`src/rtl/shift_pkg.sv`:
```
// rtl/shift_pkg.sv - operation codes and FSM states for the sequential shifter
package shift_pkg;

  localparam logic [1:0] ALUC_SRA = 2'b00;
  localparam logic [1:0] ALUC_SRL = 2'b10;
  localparam logic [1:0] ALUC_SLL = 2'b01;

  typedef enum logic [1:0] {
    ST_IDLE  = 2'd0,
    ST_SHIFT = 2'd1,
    ST_DONE  = 2'd2
  } state_t;

endpackage

```
`src/rtl/shift_step32.sv`:
```
// rtl/shift_step32.sv - one combinational shift step of 1 or 4 bits
module shift_step32
  import shift_pkg::*;
(
  input  logic [31:0] shreg,
  input  logic [1:0]  op,
  input  logic        by4,
  output logic [31:0] res
);

  always_comb begin
    res = shreg;
    case (op)
      ALUC_SRA: res = by4 ? {{4{shreg[31]}}, shreg[31:4]} : {shreg[31], shreg[31:1]};
      ALUC_SRL: res = by4 ? {4'b0000, shreg[31:4]} : {1'b0, shreg[31:1]};
      // 2'b01 and 2'b11 both mean left shift
      default:  res = by4 ? {shreg[27:0], 4'b0000} : {shreg[30:0], 1'b0};
    endcase
  end

endmodule

```
`src/rtl/shifter32_seq.sv`:
```
// rtl/shifter32_seq.sv - multi-cycle 32-bit shifter with start/busy/done handshake
module shifter32_seq
  import shift_pkg::*;
(
  input  logic        clk,
  input  logic        rst,
  input  logic        start,
  input  logic [31:0] a,
  input  logic [4:0]  b,
  input  logic [1:0]  aluc,
  output logic        busy,
  output logic        done,
  output logic [31:0] c
);

  state_t      state_q, state_d;
  logic [31:0] shreg_q, shreg_d;
  logic [4:0]  cnt_q, cnt_d;
  logic [1:0]  op_q, op_d;
  logic [31:0] c_q, c_d;
  logic        busy_q, busy_d;
  logic        done_q, done_d;

  logic        by4;
  logic [31:0] step_res;

  assign by4 = (cnt_q >= 5'd4);

  shift_step32 u_step (
    .shreg (shreg_q),
    .op    (op_q),
    .by4   (by4),
    .res   (step_res)
  );

  always_comb begin
    state_d = state_q;
    shreg_d = shreg_q;
    cnt_d   = cnt_q;
    op_d    = op_q;
    c_d     = c_q;
    case (state_q)
      ST_IDLE: begin
        if (start) begin
          shreg_d = a;
          cnt_d   = b;
          op_d    = aluc;
          if (b == 5'd0) begin
            c_d     = a;
            state_d = ST_DONE;
          end else begin
            state_d = ST_SHIFT;
          end
        end
      end
      ST_SHIFT: begin
        shreg_d = step_res;
        cnt_d   = cnt_q - (by4 ? 5'd4 : 5'd1);
        if (cnt_d == 5'd0) begin
          c_d     = step_res;
          state_d = ST_DONE;
        end
      end
      ST_DONE: state_d = ST_IDLE;
      default: state_d = ST_IDLE;
    endcase
    // outputs are registered from the next state so they line up with it
    busy_d = (state_d != ST_IDLE);
    done_d = (state_d == ST_DONE);
  end

  always_ff @(posedge clk or posedge rst) begin
    if (rst) begin
      state_q <= ST_IDLE;
      shreg_q <= 32'h0;
      cnt_q   <= 5'd0;
      op_q    <= ALUC_SRA;
      c_q     <= 32'h0;
      busy_q  <= 1'b0;
      done_q  <= 1'b0;
    end else begin
      state_q <= state_d;
      shreg_q <= shreg_d;
      cnt_q   <= cnt_d;
      op_q    <= op_d;
      c_q     <= c_d;
      busy_q  <= busy_d;
      done_q  <= done_d;
    end
  end

  assign busy = busy_q;
  assign done = done_q;
  assign c    = c_q;

endmodule

```
`config.mk`:
```
export PLATFORM = sky130hd
export DESIGN_NAME = shifter32_seq
export DESIGN_NICKNAME = d
export VERILOG_FILES = /design/src/rtl/shift_pkg.sv /design/src/rtl/shift_step32.sv /design/src/rtl/shifter32_seq.sv
export SDC_FILE = /design/constraint.sdc
export NUM_CORES = 1
export LEC_CHECK = 0
export BUFFER_PORTS_ARGS = -buffer_cell sky130_fd_sc_hd__buf_2
export CAP_MARGIN = 20
export CORE_MARGIN = 5
export CORE_UTILIZATION = 40
export CTS_BUF_LIST = sky130_fd_sc_hd__clkbuf_8 sky130_fd_sc_hd__clkbuf_16
export DETAILED_ROUTE_END_ITERATION = 12
export PLACE_DENSITY = 0.71
export SLEW_MARGIN = 25
export SYNTH_ARGS = -nofsm -noshare
export SYNTH_HDL_FRONTEND = slang
export SYNTH_SLANG_ARGS = --single-unit
```
`constraint.sdc`:
```
create_clock -name clk -period 5.2 [get_ports clk]
set_clock_uncertainty 0.15 [all_clocks]
set_input_delay 1.56 -clock clk [delete_from_list [all_inputs] [get_ports clk]]
set_output_delay 1.56 -clock clk [all_outputs]
set_load 0.05 [all_outputs]
```
Yosys cells after proc, flatten, opt, wreduce, memory -nomap -nowiden
Cells that the tools add are included.
W data, S select, Z words.
{"block": "totals", "regBits": 75, "in_bits": 42, "out_inout_bits": 34}
{"block": "op_classes", "n_addsub": 1, "magnitude_cmp": 1, "eq_ne": 6, "mux": 17, "reduce_logical": 9}
{"operator": "$pmux W32 S2", "count": 3}
{"operator": "$mux W32", "count": 5}
{"operator": "$mux W31", "count": 1}
{"operator": "$mux W30", "count": 1}
{"operator": "$logic_not A5 Y1", "count": 2}
{"operator": "$pmux W5 S2", "count": 1}
{"operator": "$mux W2", "count": 3}
{"operator": "$ne A2 B2 Y1 const B", "count": 3}
{"operator": "$ge A5 B3 Y1 const B", "count": 1}
{"operator": "$mux W5", "count": 1}
{"operator": "$sub A5 B3 Y5", "count": 1}
{"operator": "$eq A2 B2 Y1 const B", "count": 2}
{"operator": "$logic_not A2 Y1", "count": 2}
{"operator": "$pmux W2 S2", "count": 1}
{"operator": "$reduce_and A2 Y1", "count": 2}
{"operator": "$reduce_and A4 Y1", "count": 1}
{"operator": "$reduce_bool A2 Y1", "count": 2}
{"operator": "$mux W3", "count": 1}
{"operator": "$eq A2 B1 Y1 const B", "count": 1}

Logic depth before layout (Yosys ltp)
{"block": "logic_depth", "word_depth": 7, "mapped_depth": 12, "ltp_nobuf": 9}

By module
Synthesis repeated with hierarchy kept, for this count alone.
{"block": "hier_totals", "cells_unflattened": 366, "hier_area_um2": 4267.8}
{"module": "shifter32_seq", "n_inst": 1, "cells_per_inst": 304, "area_each_um2": 3465.8}
{"module": "shift_step32", "n_inst": 1, "cells_per_inst": 62, "area_each_um2": 802.0}

Worst setup path before layout
OpenSTA, ideal clock, no wires.
{"block": "synth_timing", "path_type": "reg2reg", "startpoint": "reg cnt_q[3]", "endpoint": "reg c_q[2] (netlist: c[2])", "setup_ns": 0.125, "t_arrival_ns": 2.746, "required_time_ns": 4.925, "setup_slack_ns": 2.179, "stages_incl_launch_ff": 13, "n_path_buf": 3, "synth_period_minus_slack_ns": 3.021, "path_cell_list": "dfrtp_1 -> or3_1 -> buf_4 -> inv_4 -> buf_4 -> ha_1 -> ha_1 -> nor2b_1 -> nor4_1 -> nor3_2 -> a21oi_4 -> buf_4 -> mux2_2"}
{"block": "synth_between", "elab_chain_len": 6, "word_cells_on_any_way": 12}
{"element": "start: declaration", "line_no": "shifter32_seq.sv:18", "source": "logic [4:0] cnt_q, cnt_d;"}
{"element": "start signal: assignment", "line_no": "shifter32_seq.sv:84", "source": "cnt_q <= cnt_d;"}
{"element": "$ge A5 B3 Y1", "line_no": "shifter32_seq.sv:27", "source": "assign by4 = (cnt_q >= 5'd4);"}
{"element": "$mux W3", "line_no": "shifter32_seq.sv:58", "source": "cnt_d = cnt_q - (by4 ? 5'd4 : 5'd1);"}
{"element": "$sub A5 B3 Y5", "line_no": "shifter32_seq.sv:58"}
{"element": "$logic_not A5 Y1", "line_no": "shifter32_seq.sv:59", "source": "if (cnt_d == 5'd0) begin"}
{"element": "$ne A2 B2 Y1 (no source line)"}
{"element": "$reduce_and A4 Y1 (no source line)"}
{"element": "end signal: assignment", "line_no": "shifter32_seq.sv:78", "source": "c_q <= 32'h0;"}
{"element": "end signal: assignment", "line_no": "shifter32_seq.sv:86", "source": "c_q <= c_d;"}
{"element": "end: declaration", "line_no": "shifter32_seq.sv:20", "source": "logic [31:0] c_q, c_d;"}
Several ways; a longest one is shown, not always the timed one. The select of a mux whose other input is x is not followed.
A chain may end at the register's enable or synchronous reset.

Final worst setup path
{"block": "layout_timing", "startpoint": "reg cnt_q[3]", "endpoint": "reg c_q[25] (netlist: c[25])"}
The elaborated chain is that of the path after synthesis.

==> flow_summary.json <==
{
  "die_h_microns": 112,
  "ys.flop_type": "dfrtp_1",
  "crit_required_ns": 5.28,
  "io_buffers": 75,
  "path_class": "reg2reg",
  "postCtsSetupRepairBufs": 0,
  "r2r_start": "cnt_q[3]$_DFFE_PP0P_",
  "synthMuxAreaShare": 0.175,
  "min_path_type": "reg2reg",
  "cp_slowest_cell": "a21oi_4",
  "drc_errors": 0,
  "synth_top_area_frac": 0.447,
  "drive_above_1_share": 0.394,
  "area_growth_pct": 16.5,
  "yosysUniqueCellTypes": 50,
  "grt_remaining_overflow": 0,
  "reg2regPathDepth": 11,
  "insertion_delay_ns": 0.35,
  "maxCapViolCount": 0,
  "cts_tree": "built",
  "hold_path_depth": 1,
  "seq_area_frac_synth": 0.447,
  "regArea_sq_um": 1880,
  "start_util": 0.408,
  "finalCritPeriodShare": 0.808,
  "ant_nets": 0,
  "route.vias.total": 3252,
  "slew_violations": 0,
  "finalSetupViolations": 0,
  "viasPerCell": 5.42,
  "synth-compound-area-share": 0.154,
  "synth-simple-area-share": 0.165,
  "grt_max_degree": 76,
  "ios": 76,
  "core_sq_um": 10300,
  "wl_microns": 10100,
  "async_reset_ff_frac": 1.00,
  "rsz0062_at_grt": "false",
  "multi_input_area_sq_um": 2120,
  "cts-hold-fix-buffers": 0,
  "hold_viol_final": 0,
  "filler_cell_count": 959,
  "synthTopCellsByCount": "dfrtp_1, mux2_2, nor2_1",
  "min_period_ns": 4.20,
  "cp_max_fo": 54,
  "leakagePower_nw": 2.15,
  "post_cts_resized": 0,
  "antenna_found_initial": 0,
  "tightest_slew_ns": 0.763,
  "placementRows": 37,
  "nets": 504,
  "r2r_slack_ns": 1.0,
  "cts-root-buf": "clkbuf_8",
  "synth_adder_area_share": 0.00895,
  "synth-xor-area-share": 0.00209,
  "grt_pass1_wl_microns": 17100,
  "synth-edff-count": 0,
  "ys_ff_latch": 75,
  "grt.total_usage": 0.166,
  "cts_buffers": 9,
  "critical_path.top_delay_family": "buffers and inverters",
  "die_area_sq_um": 12600,
  "hold_slack_ns": 0.350,
  "synth_area_leaders": "dfrtp_1, mux2_2, a211oi_1",
  "crit_chain": "or3_1 > buf_4 > inv_4 > ha_1 > ha_1 > nor2b_1 > nor4_1 > nor3_2 > a21oi_4 > buf_4 > mux2_2",
  "gp_congestion": 0.943,
  "crit_buf_inv": 3,
  "maxClockFrequency_ghz": 0.238,
  "max_stage_delay_ns": 0.53,
  "outcome": "finished clean",
  "ir_drop_mv": 0.269,
  "dpl.hpwl_microns": 7370,
  "maxSlewHeadroom": 0.489,
  "hold_end": "c[27]$_DFFE_PP0P_",
  "cp-start-kind": "flip-flop",
  "htree_levels": 3,
  "clk_pin_slew_worst_paths_ns": 0.08,
  "antenna_cells": 0,
  "ctsLongestPathBuffers": 2,
  "synth_most_common_cell": "dfrtp_1",
  "wire_per_inst_microns": 16.9,
  "grt_pass1_vias": 3377,
  "setup_tns_ns": 0,
  "firstDrtPassIters": 4,
  "syn-cell-area_sq_um": 4190,
  "clock-sinks": 75,
  "p_per_area_nw_per_um2": 794,
  "crit_start": "cnt_q[3]$_DFFE_PP0P_",
  "syn-num-nets": 439,
  "synth_top_family_by_area": "multiplexers",
  "rr_endpoint": "c[25]$_DFFE_PP0P_",
  "netlist_instances": 394,
  "syn_area_per_cell_sq_um": 10.6,
  "critPathArrivalTime_ns": 4.28,
  "cp-end-kind": "flip-flop",
  "die_w_microns": 112,
  "yosysTopAreaCell": "dfrtp_1",
  "drt_iter0_drc": 248,
  "min_from": "c[27]$_DFFE_PP0P_",
  "ys_warn_count": 0
}
[per-stage QoR]
step                      cells  total power [mW]  area (sq um)  worst slack, ns  utilization
after global routing        600              4.14          4880            0.718        0.475
after detailed placement    584              3.31          4620             1.03        0.450
after CTS                   600              3.89          4880            0.997        0.475
final                       600              3.88          4880            0.997        0.475
after global placement      584              3.25          4620             1.23        0.450
after floorplan             394              2.84          4190             1.58            -
[layout make-up]
cell class              count  share of cell area
multi-input cells         283               0.434
well taps                 136              0.0348
clock buffers              12              0.0338
inverters                  10             0.00820
clock inverters             4              0.0195
repair buffers             80              0.0853
flip-flops and latches     75               0.384
[worst max-delay path by stage]
stage | endpoint | cells past startpoint | slack [ns]
finish | c[25]$_DFFE_PP0P_ | 11 | 1.0
global placement | c[31]$_DFFE_PP0P_ | 11 | 1.23
CTS | c[25]$_DFFE_PP0P_ | 11 | 1.0
floorplan | busy$_DFF_PP0_ | 1 | 1.58
global route | c[20]$_DFFE_PP0P_ | 11 | 0.72
detailed placement | c[25]$_DFFE_PP0P_ | 11 | 1.03
[power breakdown]
part | total (mW) | switching (mW) | leakage (nW) | internal, mW
clock | 0.571 | 0.213 | 0.133 | 0.358
sequential | 1.11 | 0.229 | 0.882 | 0.883
combinational | 2.20 | 1.37 | 1.14 | 0.828
total | 3.88 | 1.81 | 2.15 | 2.07
[kinds of logic (layout without fill, tap and decap cells)]
family | Yosys count | count (layout)
AO/OA/AOI/OAI | 80 | 80
XOR/XNOR | 1 | 1
adder cells (fa/ha/maj) | 3 | 3
buffers and inverters | 36 | 106
flip-flops | 75 | 75
multiplexers | 66 | 66
AND/OR/NAND/NOR | 133 | 133
[cell usage in the layout, fill, tap and decap left out, types with 2 or more instances in the layout]
master	netlist	layout
nand2_1	18	18
mux2i_1	6	6
a21oi_1	16	16
a211oi_1	27	27
inv_1	8	7
and2_1	25	25
and3_1	2	2
a211oi_2	16	16
bufinv_16	0	3
mux2_1	2	2
nor3b_2	2	2
dfrtp_1	75	75
buf_4	9	4
nor3b_1	2	2
nand3_1	2	2
nor2_1	37	37
a22o_1	2	2
ha_1	3	3
nor2b_1	3	2
and2_4	3	3
mux2_2	58	58
o31ai_1	2	2
nor3_1	28	28
a31oi_1	2	2
nand2b_1	4	4
o21ai_0	4	4
buf_2	4	75
clkbuf_8	0	12
[state kept, by name (all words and copies together), names as in the netlist]
signal / cells
c: 32
cnt_q: 5
done: 1
op_q: 2
state_q: 2
shreg_q: 32
busy: 1
[per-layer routing]
metal | up-vias | routed length, microns | global-route usage
met4 | 0 | 226 | 0.0593
met5 | - | 0 | 0
li1 | 1557 | - | -
met2 | 88 | 4950 | 0.267
met1 | 1584 | 4560 | 0.223
met3 | 23 | 406 | 0.0345
No activity file was read; power rests on OpenSTA's default activity.
